<file path="src/rtl/arm_pipe_pkg.sv">
// Shared types and constants for the ARMLEG pipeline stages.
package arm_pipe_pkg;

    localparam int DATA_W_DEF = 64;
    localparam int REG_ADDR_W = 5;

    typedef enum logic [0:0] {
        IDLE = 1'b0,
        WAIT = 1'b1
    } mem_state_t;

    // Read and write together has no defined meaning; the stage treats it as a read and flags it.
    function automatic logic is_illegal_op(input logic rd, input logic wr);
        return rd & wr;
    endfunction

endpackage

</file>
<file path="src/rtl/memwb_reg.sv">
// MEM/WB pipeline register; a bubble clears the write-back enable and holds the other fields.
import arm_pipe_pkg::*;

module memwb_reg #(
    parameter int DATA_W = DATA_W_DEF,
    parameter int REG_W  = REG_ADDR_W
) (
    input  logic              clk_i,
    input  logic              rst_i,
    input  logic              bubble_i,
    input  logic              reg_write_i,
    input  logic              mem_to_reg_i,
    input  logic [DATA_W-1:0] read_data_i,
    input  logic [DATA_W-1:0] alu_result_i,
    input  logic [REG_W-1:0]  write_reg_i,
    output logic              reg_write_o,
    output logic              mem_to_reg_o,
    output logic [DATA_W-1:0] read_data_o,
    output logic [DATA_W-1:0] alu_result_o,
    output logic [REG_W-1:0]  write_reg_o
);

    logic              reg_write_q,  reg_write_d;
    logic              mem_to_reg_q, mem_to_reg_d;
    logic [DATA_W-1:0] read_data_q,  read_data_d;
    logic [DATA_W-1:0] alu_result_q, alu_result_d;
    logic [REG_W-1:0]  write_reg_q,  write_reg_d;

    always_comb begin
        reg_write_d  = reg_write_q;
        mem_to_reg_d = mem_to_reg_q;
        read_data_d  = read_data_q;
        alu_result_d = alu_result_q;
        write_reg_d  = write_reg_q;
        if (bubble_i) begin
            reg_write_d = 1'b0;
        end else begin
            reg_write_d  = reg_write_i;
            mem_to_reg_d = mem_to_reg_i;
            read_data_d  = read_data_i;
            alu_result_d = alu_result_i;
            write_reg_d  = write_reg_i;
        end
    end

    always_ff @(posedge clk_i) begin
        if (rst_i) begin
            reg_write_q  <= 1'b0;
            mem_to_reg_q <= 1'b0;
            read_data_q  <= '0;
            alu_result_q <= '0;
            write_reg_q  <= '0;
        end else begin
            reg_write_q  <= reg_write_d;
            mem_to_reg_q <= mem_to_reg_d;
            read_data_q  <= read_data_d;
            alu_result_q <= alu_result_d;
            write_reg_q  <= write_reg_d;
        end
    end

    assign reg_write_o  = reg_write_q;
    assign mem_to_reg_o = mem_to_reg_q;
    assign read_data_o  = read_data_q;
    assign alu_result_o = alu_result_q;
    assign write_reg_o  = write_reg_q;

endmodule

</file>
<file path="src/rtl/mem_stage.sv">
// ARMLEG memory stage: branch resolution, req/ack data-memory access with timeout, MEM/WB register.
//   state | meaning
//   IDLE  | no access outstanding; a memory op issues its request here
//   WAIT  | request outstanding, upstream frozen until ack or timeout
import arm_pipe_pkg::*;

module mem_stage #(
    parameter int DATA_W  = DATA_W_DEF,
    parameter int TIMEOUT = 16
) (
    input  logic                  CLOCK,
    input  logic                  RESET,
    input  logic                  isBranch_in,
    input  logic                  memRead_in,
    input  logic                  memWrite_in,
    input  logic                  regWrite_in,
    input  logic                  memToReg_in,
    input  logic [DATA_W-1:0]     shiftedProgramCounter_in,
    input  logic                  ALUzero_in,
    input  logic [DATA_W-1:0]     ALUresult_in,
    input  logic [DATA_W-1:0]     writeDataMem_in,
    input  logic [REG_ADDR_W-1:0] writeReg_in,
    output logic                  dmemReq_out,
    output logic                  dmemWe_out,
    output logic [DATA_W-1:0]     dmemAddr_out,
    output logic [DATA_W-1:0]     dmemWdata_out,
    input  logic                  dmemAck_in,
    input  logic [DATA_W-1:0]     dmemRdata_in,
    output logic                  stall_out,
    output logic                  pcSrc_out,
    output logic [DATA_W-1:0]     branchTarget_out,
    output logic                  dmemErr_out,
    output logic                  regWrite_out,
    output logic                  memToReg_out,
    output logic [DATA_W-1:0]     readData_out,
    output logic [DATA_W-1:0]     ALUresult_out,
    output logic [REG_ADDR_W-1:0] writeReg_out
);

    localparam int CNT_W = (TIMEOUT > 2) ? $clog2(TIMEOUT) : 1;
    // The IDLE issue cycle already stalls once, so WAIT aborts one count early to cap stalls at TIMEOUT-1.
    localparam logic [CNT_W-1:0] CNT_LAST = CNT_W'(TIMEOUT - 2);

    mem_state_t       state_q, state_d;
    logic [CNT_W-1:0] cnt_q, cnt_d;
    logic             err_q, err_d;

    logic              mem_op;
    logic              illegal;
    logic              mem_req;
    logic              timeout;
    logic              retire;
    logic              stall_raw;
    logic              bubble;
    logic [DATA_W-1:0] rdata_sel;

    assign mem_op  = memRead_in | memWrite_in;
    assign illegal = is_illegal_op(memRead_in, memWrite_in);

    // State register
    always_ff @(posedge CLOCK) begin
        if (RESET) begin
            state_q <= IDLE;
            cnt_q   <= '0;
            err_q   <= 1'b0;
        end else begin
            state_q <= state_d;
            cnt_q   <= cnt_d;
            err_q   <= err_d;
        end
    end

    // Next-state logic
    always_comb begin
        state_d = state_q;
        cnt_d   = cnt_q;
        err_d   = err_q;
        if (state_q == IDLE) begin
            if (mem_op && !dmemAck_in) begin
                state_d = WAIT;
                cnt_d   = '0;
            end
        end else begin
            if (dmemAck_in || timeout) begin
                state_d = IDLE;
            end else begin
                cnt_d = cnt_q + 1'b1;
            end
        end
        if ((mem_req && illegal) || timeout) begin
            err_d = 1'b1;
        end
    end

    // Output decode
    always_comb begin
        mem_req   = (state_q == WAIT) || mem_op;
        timeout   = (state_q == WAIT) && !dmemAck_in && (cnt_q == CNT_LAST);
        retire    = mem_req && dmemAck_in;
        stall_raw = mem_req && !dmemAck_in && !timeout;
        bubble    = mem_req && !dmemAck_in;
        rdata_sel = (retire && memRead_in) ? dmemRdata_in : '0;
    end

    assign dmemReq_out      = mem_req & ~RESET;
    assign dmemWe_out       = dmemReq_out & memWrite_in & ~memRead_in;
    assign dmemAddr_out     = ALUresult_in;
    assign dmemWdata_out    = writeDataMem_in;
    assign stall_out        = stall_raw & ~RESET;
    assign pcSrc_out        = isBranch_in & ALUzero_in & ~stall_out & ~RESET;
    assign branchTarget_out = shiftedProgramCounter_in;
    assign dmemErr_out      = err_q;

    memwb_reg #(
        .DATA_W (DATA_W),
        .REG_W  (REG_ADDR_W)
    ) u_memwb (
        .clk_i        (CLOCK),
        .rst_i        (RESET),
        .bubble_i     (bubble),
        .reg_write_i  (regWrite_in),
        .mem_to_reg_i (memToReg_in),
        .read_data_i  (rdata_sel),
        .alu_result_i (ALUresult_in),
        .write_reg_i  (writeReg_in),
        .reg_write_o  (regWrite_out),
        .mem_to_reg_o (memToReg_out),
        .read_data_o  (readData_out),
        .alu_result_o (ALUresult_out),
        .write_reg_o  (writeReg_out)
    );

endmodule

</file>
<file path="config.mk">
export PLATFORM = sky130hd
export DESIGN_NAME = mem_stage
export DESIGN_NICKNAME = d
export VERILOG_FILES = /design/src/rtl/arm_pipe_pkg.sv /design/src/rtl/memwb_reg.sv /design/src/rtl/mem_stage.sv
export SDC_FILE = /design/constraint.sdc
export NUM_CORES = 1
export LEC_CHECK = 0
export CORE_AREA = 4 4 231 233
export CTS_BUF_LIST = sky130_fd_sc_hd__clkbuf_8
export CTS_CLUSTER_DIAMETER = 80
export CTS_CLUSTER_SIZE = 28
export DETAILED_ROUTE_END_ITERATION = 7
export DIE_AREA = 0 0 235 237
export GPL_TIMING_DRIVEN = 0
export PLACE_DENSITY_LB_ADDON = 0.15
export SKIP_LAST_GASP = 1
export SYNTH_ARGS = -nofsm -noshare
export SYNTH_HDL_FRONTEND = slang
export SYNTH_HIERARCHICAL = 1
export SYNTH_SLANG_ARGS = --single-unit
</file>
<file path="constraint.sdc">
create_clock -name CLOCK -period 1.55 [get_ports CLOCK]
set_clock_uncertainty 0.2 [all_clocks]
set_input_delay 0.2325 -clock CLOCK [delete_from_list [all_inputs] [get_ports CLOCK]]
set_output_delay 0.2325 -clock CLOCK [all_outputs]
set_load 0.005 [all_outputs]
</file>
==> metrics.md <==
| Metric | Value |
|---|---|
| Status | `finished, violations left` |
| Failing checks | `negative setup slack` |
| Max Cap Viol | `0` |
| Antenna violations before repair | `3` |
| Port Buffers | `472` |
| Placeable Area | `0.0512 mm²` |
| Worst Hold End | `u_memwb/read_data_o[61]` |
| Row cnt | `83` |
| Mean Syn Cell Area | `9.43 µm²` |
| Pwr dens | `701 mW/mm²` |
| Ys Warns | `6` |
| Achievable Freq | `471 MHz` |
| Hold Vio Cnt, Final | `0` |
| First-pass GRT wire length | `48000 µm` |
| Share of the synthesized area in the top cell type | `40.0%` |
| Vias per inst | `3.47` |
| Hold Path Depth | `3` |
| Seq cells post-synth | `141` |
| Startpoint types | `flip-flop` |
| Most common cell after layout, fill and taps aside | `clkdlybuf4s50_1` |
| Drt pass-1 iters | `6` |
| Die H | `237 µm` |
| H-tree depth | `4` |
| Worst-Margin Slew | `0.799 ns` |
| Total clock sinks | `141` |
| Iter 0 DRT Violations | `137` |
| Worst hold slack | `0.0614 ns` |
| Final setup fails | `144` |
| Worst-skew pair later-pin latency | `0.55 ns` |
| WL/cell | `16.7 µm` |
| Path depth of the worst reg2reg path | `10` |
| Synth cell types | `28` |
| Area growth syn-to-layout | `101%` |
| Share of post-route cells with drive strength above 1 | `43.5%` |
| TritonCTS buffer count | `17` |
| Final period util | `137%` |
| Sequential element share of the synthesized area | `40.0%` |
| Synth Instances | `749` |
| Most frequent cells in the layout | `clkdlybuf4s50_1, buf_4, buf_2, nor2_1, mux2i_1` |
| FILL cells | `5516` |
| Leak | `7.05 nW` |
| Routed via count | `7042` |
| Cell taking the most area after synthesis | `dfxtp_1` |
| Routed Antenna Nets | `0` |
| CP Max Fanout | `3` |
| Setup Crit Path Kind | `reg -> out` |
| Worst R2R Setup Slack | `-0.40 ns` |
| Grt ovf | `0` |
| Fin. max-slew vios | `0` |
| Crit path required time | `1.12 ns` |
| Syn nets | `1021` |
| Reg-to-reg startpoint | `state_q` |
| Arrival time worst endpoint | `1.69 ns` |
| Maximum vdd drop | `0.430 mV` |
| Routability cong. | `0.721` |
| Drt total wl | `33800 µm` |
| Nets | `1603` |
| CTS max path bufs | `2` |
| Die Area | `0.0557 mm²` |
| # DRC | `0` |
| Largest net degree at the start of global routing | `17` |
| CTS tree | `done` |
| Crit end category | `primary output` |
| Setup tns final | `-45.14 ns` |
| Boundary Pins | `602` |
| RSZ-0062 raised after global routing | `true` |
| Relative slew slack | `46.7%` |
| HP Start | `RESET` |
| Final worst slack | `-0.573 ns` |
| Root Driver | `clkbuf_8` |
| Crit path time final | `2.12 ns` |
| Largest cells by area after synthesis | `dfxtp_1, buf_4, mux2i_1, nor2_1, and3_1` |
| Placed cells | `1901` |
| Area of the mapped netlist | `0.00706 mm²` |
| Non-Filler Instances | `2028` |
| Total track usage | `11.6%` |
| Crit Reg-Reg Endpoint | `u_memwb/read_data_o[39]` |
| Min-Delay Path Class | `in -> reg` |
| Worst-path clk slew | `0.09 ns` |
| Starting density of the core | `13.8%` |
| Die width | `235 µm` |
| Total power | `9.93 mW` |
| Vias in the first global route | `7094` |
| Dpl hpwl | `25200 µm` |
[metal layers]
layer | track usage (%) | part of all wire [%]
met1 | 13.1 | 40
met2 | 20.0 | 51
met3 | 4.40 | 6.8
met4 | 4.21 | 1.9
met5 | 0 | 0
[where the power goes]
part	internal [mW]	total, mW	switching [mW]
Sequential	3.82	3.91	0.0848
Clock	1.49	3.28	1.78
Combinational	1.79	2.75	0.957
[cell usage after synthesis (all sizes together)]
master	number
nor3	3
nor3b	2
nor2	138
and4	1
or3	1
or4	1
nand2b	1
mux2i	136
clkbuf	19
nand3	1
o31ai	2
a221oi	1
buf	220
dfxtp	141
a21oi	1
o311ai	4
inv	5
nor4b	1
nor4	3
and3	65
ha	2
nand2	1
[cell type report]
cell class | instances | area, µm² | share of cell area, %
clock buffer | 18 | 248 | 1.75
tap | 680 | 851 | 6.00
inverter | 5 | 18.8 | 0.132
timing repair buffer | 568 | 5490 | 38.7
multi-input combinational | 364 | 2610 | 18.4
antenna | 4 | 10.0 | 0.0706
buffer | 234 | 1810 | 12.8
sequential | 141 | 2980 | 21.0
clock inverter | 14 | 158 | 1.11
[flip-flops by register name, summed over array words and instances (netlist names)]
| name | cells |
|---|---|
| cnt_q | 4 |
| dmemErr_out | 1 |
| state_q | 1 |
| u_memwb/alu_result_o | 64 |
| u_memwb/mem_to_reg_o | 1 |
| u_memwb/read_data_o | 64 |
| u_memwb/reg_write_o | 1 |
| u_memwb/write_reg_o | 5 |
[worst max path at each step]
stage / start / end / cells past startpoint / slack [ns]
floorplan: state_q / u_memwb/read_data_o[12] / 7 / -0.06
global placement: memRead_in / dmemWe_out / 5 / -1.24
detailed placement: memRead_in / dmemWe_out / 5 / -1.22
CTS: cnt_q[0] / pcSrc_out / 6 / -0.70
global route: cnt_q[0] / pcSrc_out / 6 / -0.70
finish: cnt_q[0] / stall_out / 5 / -0.57
[worst max-delay path: stages, from the launching register on]
cell,delay [ns]
dfxtp_2,0.35
inv_2,0.05
ha_4,0.15
and4_4,0.20
nor4_1,0.19
buf_2,0.20
[what timing repair did]
item,4_1_cts,5_1_grt
pin swaps,6,18
resized for setup,747,122
hold buffers,5,42
buffers inserted,30,13
setup endpoints to repair,344,208
cloned,8,6
endpoints found under the hold margin,8,42
[stage by stage]
stage,setup WS [ns],utilization [%],area [µm²]
after CTS,-0.698,25.9,13300
after global placement,-1.24,24.7,12600
after floorplan,-0.0575,-,7060
after global routing,-0.696,27.7,14200
final,-0.573,27.7,14200
after detailed placement,-1.22,24.7,12600
[cell families (layout without fill, tap and decap cells)]
| kind of cell | after synthesis | in the layout | synth area share [%] |
|---|---|---|---|
| flip-flops | 141 | 141 | 40.0 |
| buffers and inverters | 244 | 839 | 24.6 |
| AO/OA/AOI/OAI | 8 | 8 | 0.904 |
| other | 0 | 4 | 0 |
| AND/OR/NAND/NOR | 218 | 218 | 14.9 |
| adder cells (fa/ha/maj) | 2 | 2 | 0.354 |
| multiplexers | 136 | 136 | 19.3 |
Power figures use the tool's default switching activity.
==> RTL change, RTL diff (config.mk and constraints unchanged) <==
Reset style: asynchronous (`RESET` and `rst_i`), changed in 2 clocked blocks.
--- a/src/rtl/memwb_reg.sv
+++ b/src/rtl/memwb_reg.sv
@@ -45,3 +45,3 @@
 
-    always_ff @(posedge clk_i) begin
+    always_ff @(posedge clk_i or posedge rst_i) begin
         if (rst_i) begin
--- a/src/rtl/mem_stage.sv
+++ b/src/rtl/mem_stage.sv
@@ -60,3 +60,3 @@
     // State register
-    always_ff @(posedge CLOCK) begin
+    always_ff @(posedge CLOCK or posedge RESET) begin
         if (RESET) begin
Check against the original RTL: differs if RESET is asserted again (counterexample within 4 cycles, from zero or initial values and one cycle with RESET high); with RESET held inactive, the same outputs for 4 cycles.
==> RTL change against the original RTL <==
The flow still finishes with violations (negative setup slack); clock power decreased by 6%; critical path type unchanged; sequential cell count unchanged; power up 3.8%; largest cell class unchanged; final area rose by 0.48%; routed wire length fell by 6.1%; synthesized area increased by 5.9%; critical endpoint is now pcSrc_out; non-clock buffer count is 10 lower; setup slack got worse by 0.20 ns.
==> RTL change: results (changes against the original RTL) <==
stage,metric,value,unit,change
timing,Worst-Margin Slew,0.825,ns,+0.0259 ns
power_and_ir_drop,Pleak,6.91,nW,-2.0%
timing,setup tns final,-51.54,ns,-6.40 ns
grt,GRT Total Usage,0.111,,-0.00465
synth,"Distinct cells, synth",30,,+7.1%
timing,final setup fails,140,,-2.8%
setup_path,"Arr. time, crit path",1.89,ns,+0.20 ns
synth,Syn Nets,871,,-15%
setup_path,"Max stage delay cell, worst path",dfrtp_2,,
synth,post-synthesis sequential area ratio,0.472,,+0.0720
synth,synth top area cells,"dfrtp_1, buf_4, mux2_2",,
detailed_routing,met2 wire length,16.0,mm,-7.2%
placed_design,worst slack at placement,-1.22,ns,+0.000350 ns
finish,"Cell Count, Final, Fillers Out",1881,,-7.2%
timing,worst setup margin,-0.771,ns,-0.198 ns
outcome,status,"complete, but fails checks",,
placed_design,Post-Place Cell Area,13200,sq um,+4.6%
placed_design,DP HPWL,23.7,mm,-6.2%
setup_path,cell count of the worst reg-to-reg path,9,,-1
placed_design,placed insts,1754,,-7.7%
grt,initial antenna violation count,1,,-2
detailed_routing,M1 wire length,13.3,mm,-2.7%
power_and_ir_drop,worst IR drop on VDD,0.000525,V,+22%
setup_path,CP peak stage delay,0.43,ns,+0.08 ns
setup_path,"delay-heaviest family, CP",flip-flops,,
setup_path,CP Launch Point,cnt_q[1],,
outcome,failing checks,negative setup slack,,
synth,Mapped Cells,599,,-20%
detailed_routing,wire per inst,16.9,microns,+1.3%
detailed_routing,total iterations of the first detailed-routing run,4,,-2
setup_path,Worst Setup EP,pcSrc_out,,
setup_path,FF-to-FF End,u_memwb/alu_result_o[30],,
finish,fin nets,1460,,-8.9%
detailed_routing,Met3 Wirelength,2.06,mm,-11%
## RTL change: area by class of cell
cell class	count	area [sq um]	share of cell area
Clock inverter	11	103	0.00720
Antenna cell	1	2.50	0.000176
Multi-Input combinational cell	232	2360	0.166
Buffer	218	1750	0.123
Timing Repair Buffer	574	5360	0.376
Tap cell	680	851	0.0597
Sequential cell	141	3530	0.248
Inverter	4	18.8	0.00132
Clock buffer	20	275	0.0193
## RTL change: timing repair
item / CTS / global route
setup endpoints to repair: 340 / 312
setup buffers: 35 / 23
pin swaps: 4 / 3
hold buffers: 33 / 1
resized for setup: 708 / 16
endpoints found under the hold margin: 40 / 1
gates cloned: 13 / 0
## RTL change: metal layers
metal | track usage | vias up
li1 | - | 3020
met1 | 0.135 | 3036
met2 | 0.186 | 294
met3 | 0.0410 | 20
met4 | 0.0322 | 0
met5 | 0 | -
## RTL change: worst min path at each step
stage,from,end,slack [ns]
2_1_floorplan,RESET,cnt_q[0],-0.17
6_report,dmemAck_in,cnt_q[2],0.11
4_1_cts,writeReg_in[3],u_memwb/write_reg_o[3],0.01
3_5_place_dp,dmemErr_out,dmemErr_out,0.29
5_1_grt,writeReg_in[4],u_memwb/write_reg_o[4],0.05
3_3_place_gp,dmemErr_out,dmemErr_out,0.28
## RTL change: cell families after synthesis
logic type	synth area share
AND/OR/NAND/NOR	0.0698
multiplexers	0.226
flip-flops	0.472
buffers and inverters	0.219
AO/OA/AOI/OAI	0.00954
adder cells (fa/ha/maj)	0.00335
## RTL change: power by group
part	switching (W)	internal [W]	leakage (nW)
sequential	0.000156	0.00399	1.76
clock	0.00158	0.00151	0.209
combinational	0.00104	0.00204	4.94
total	0.00277	0.00754	6.91
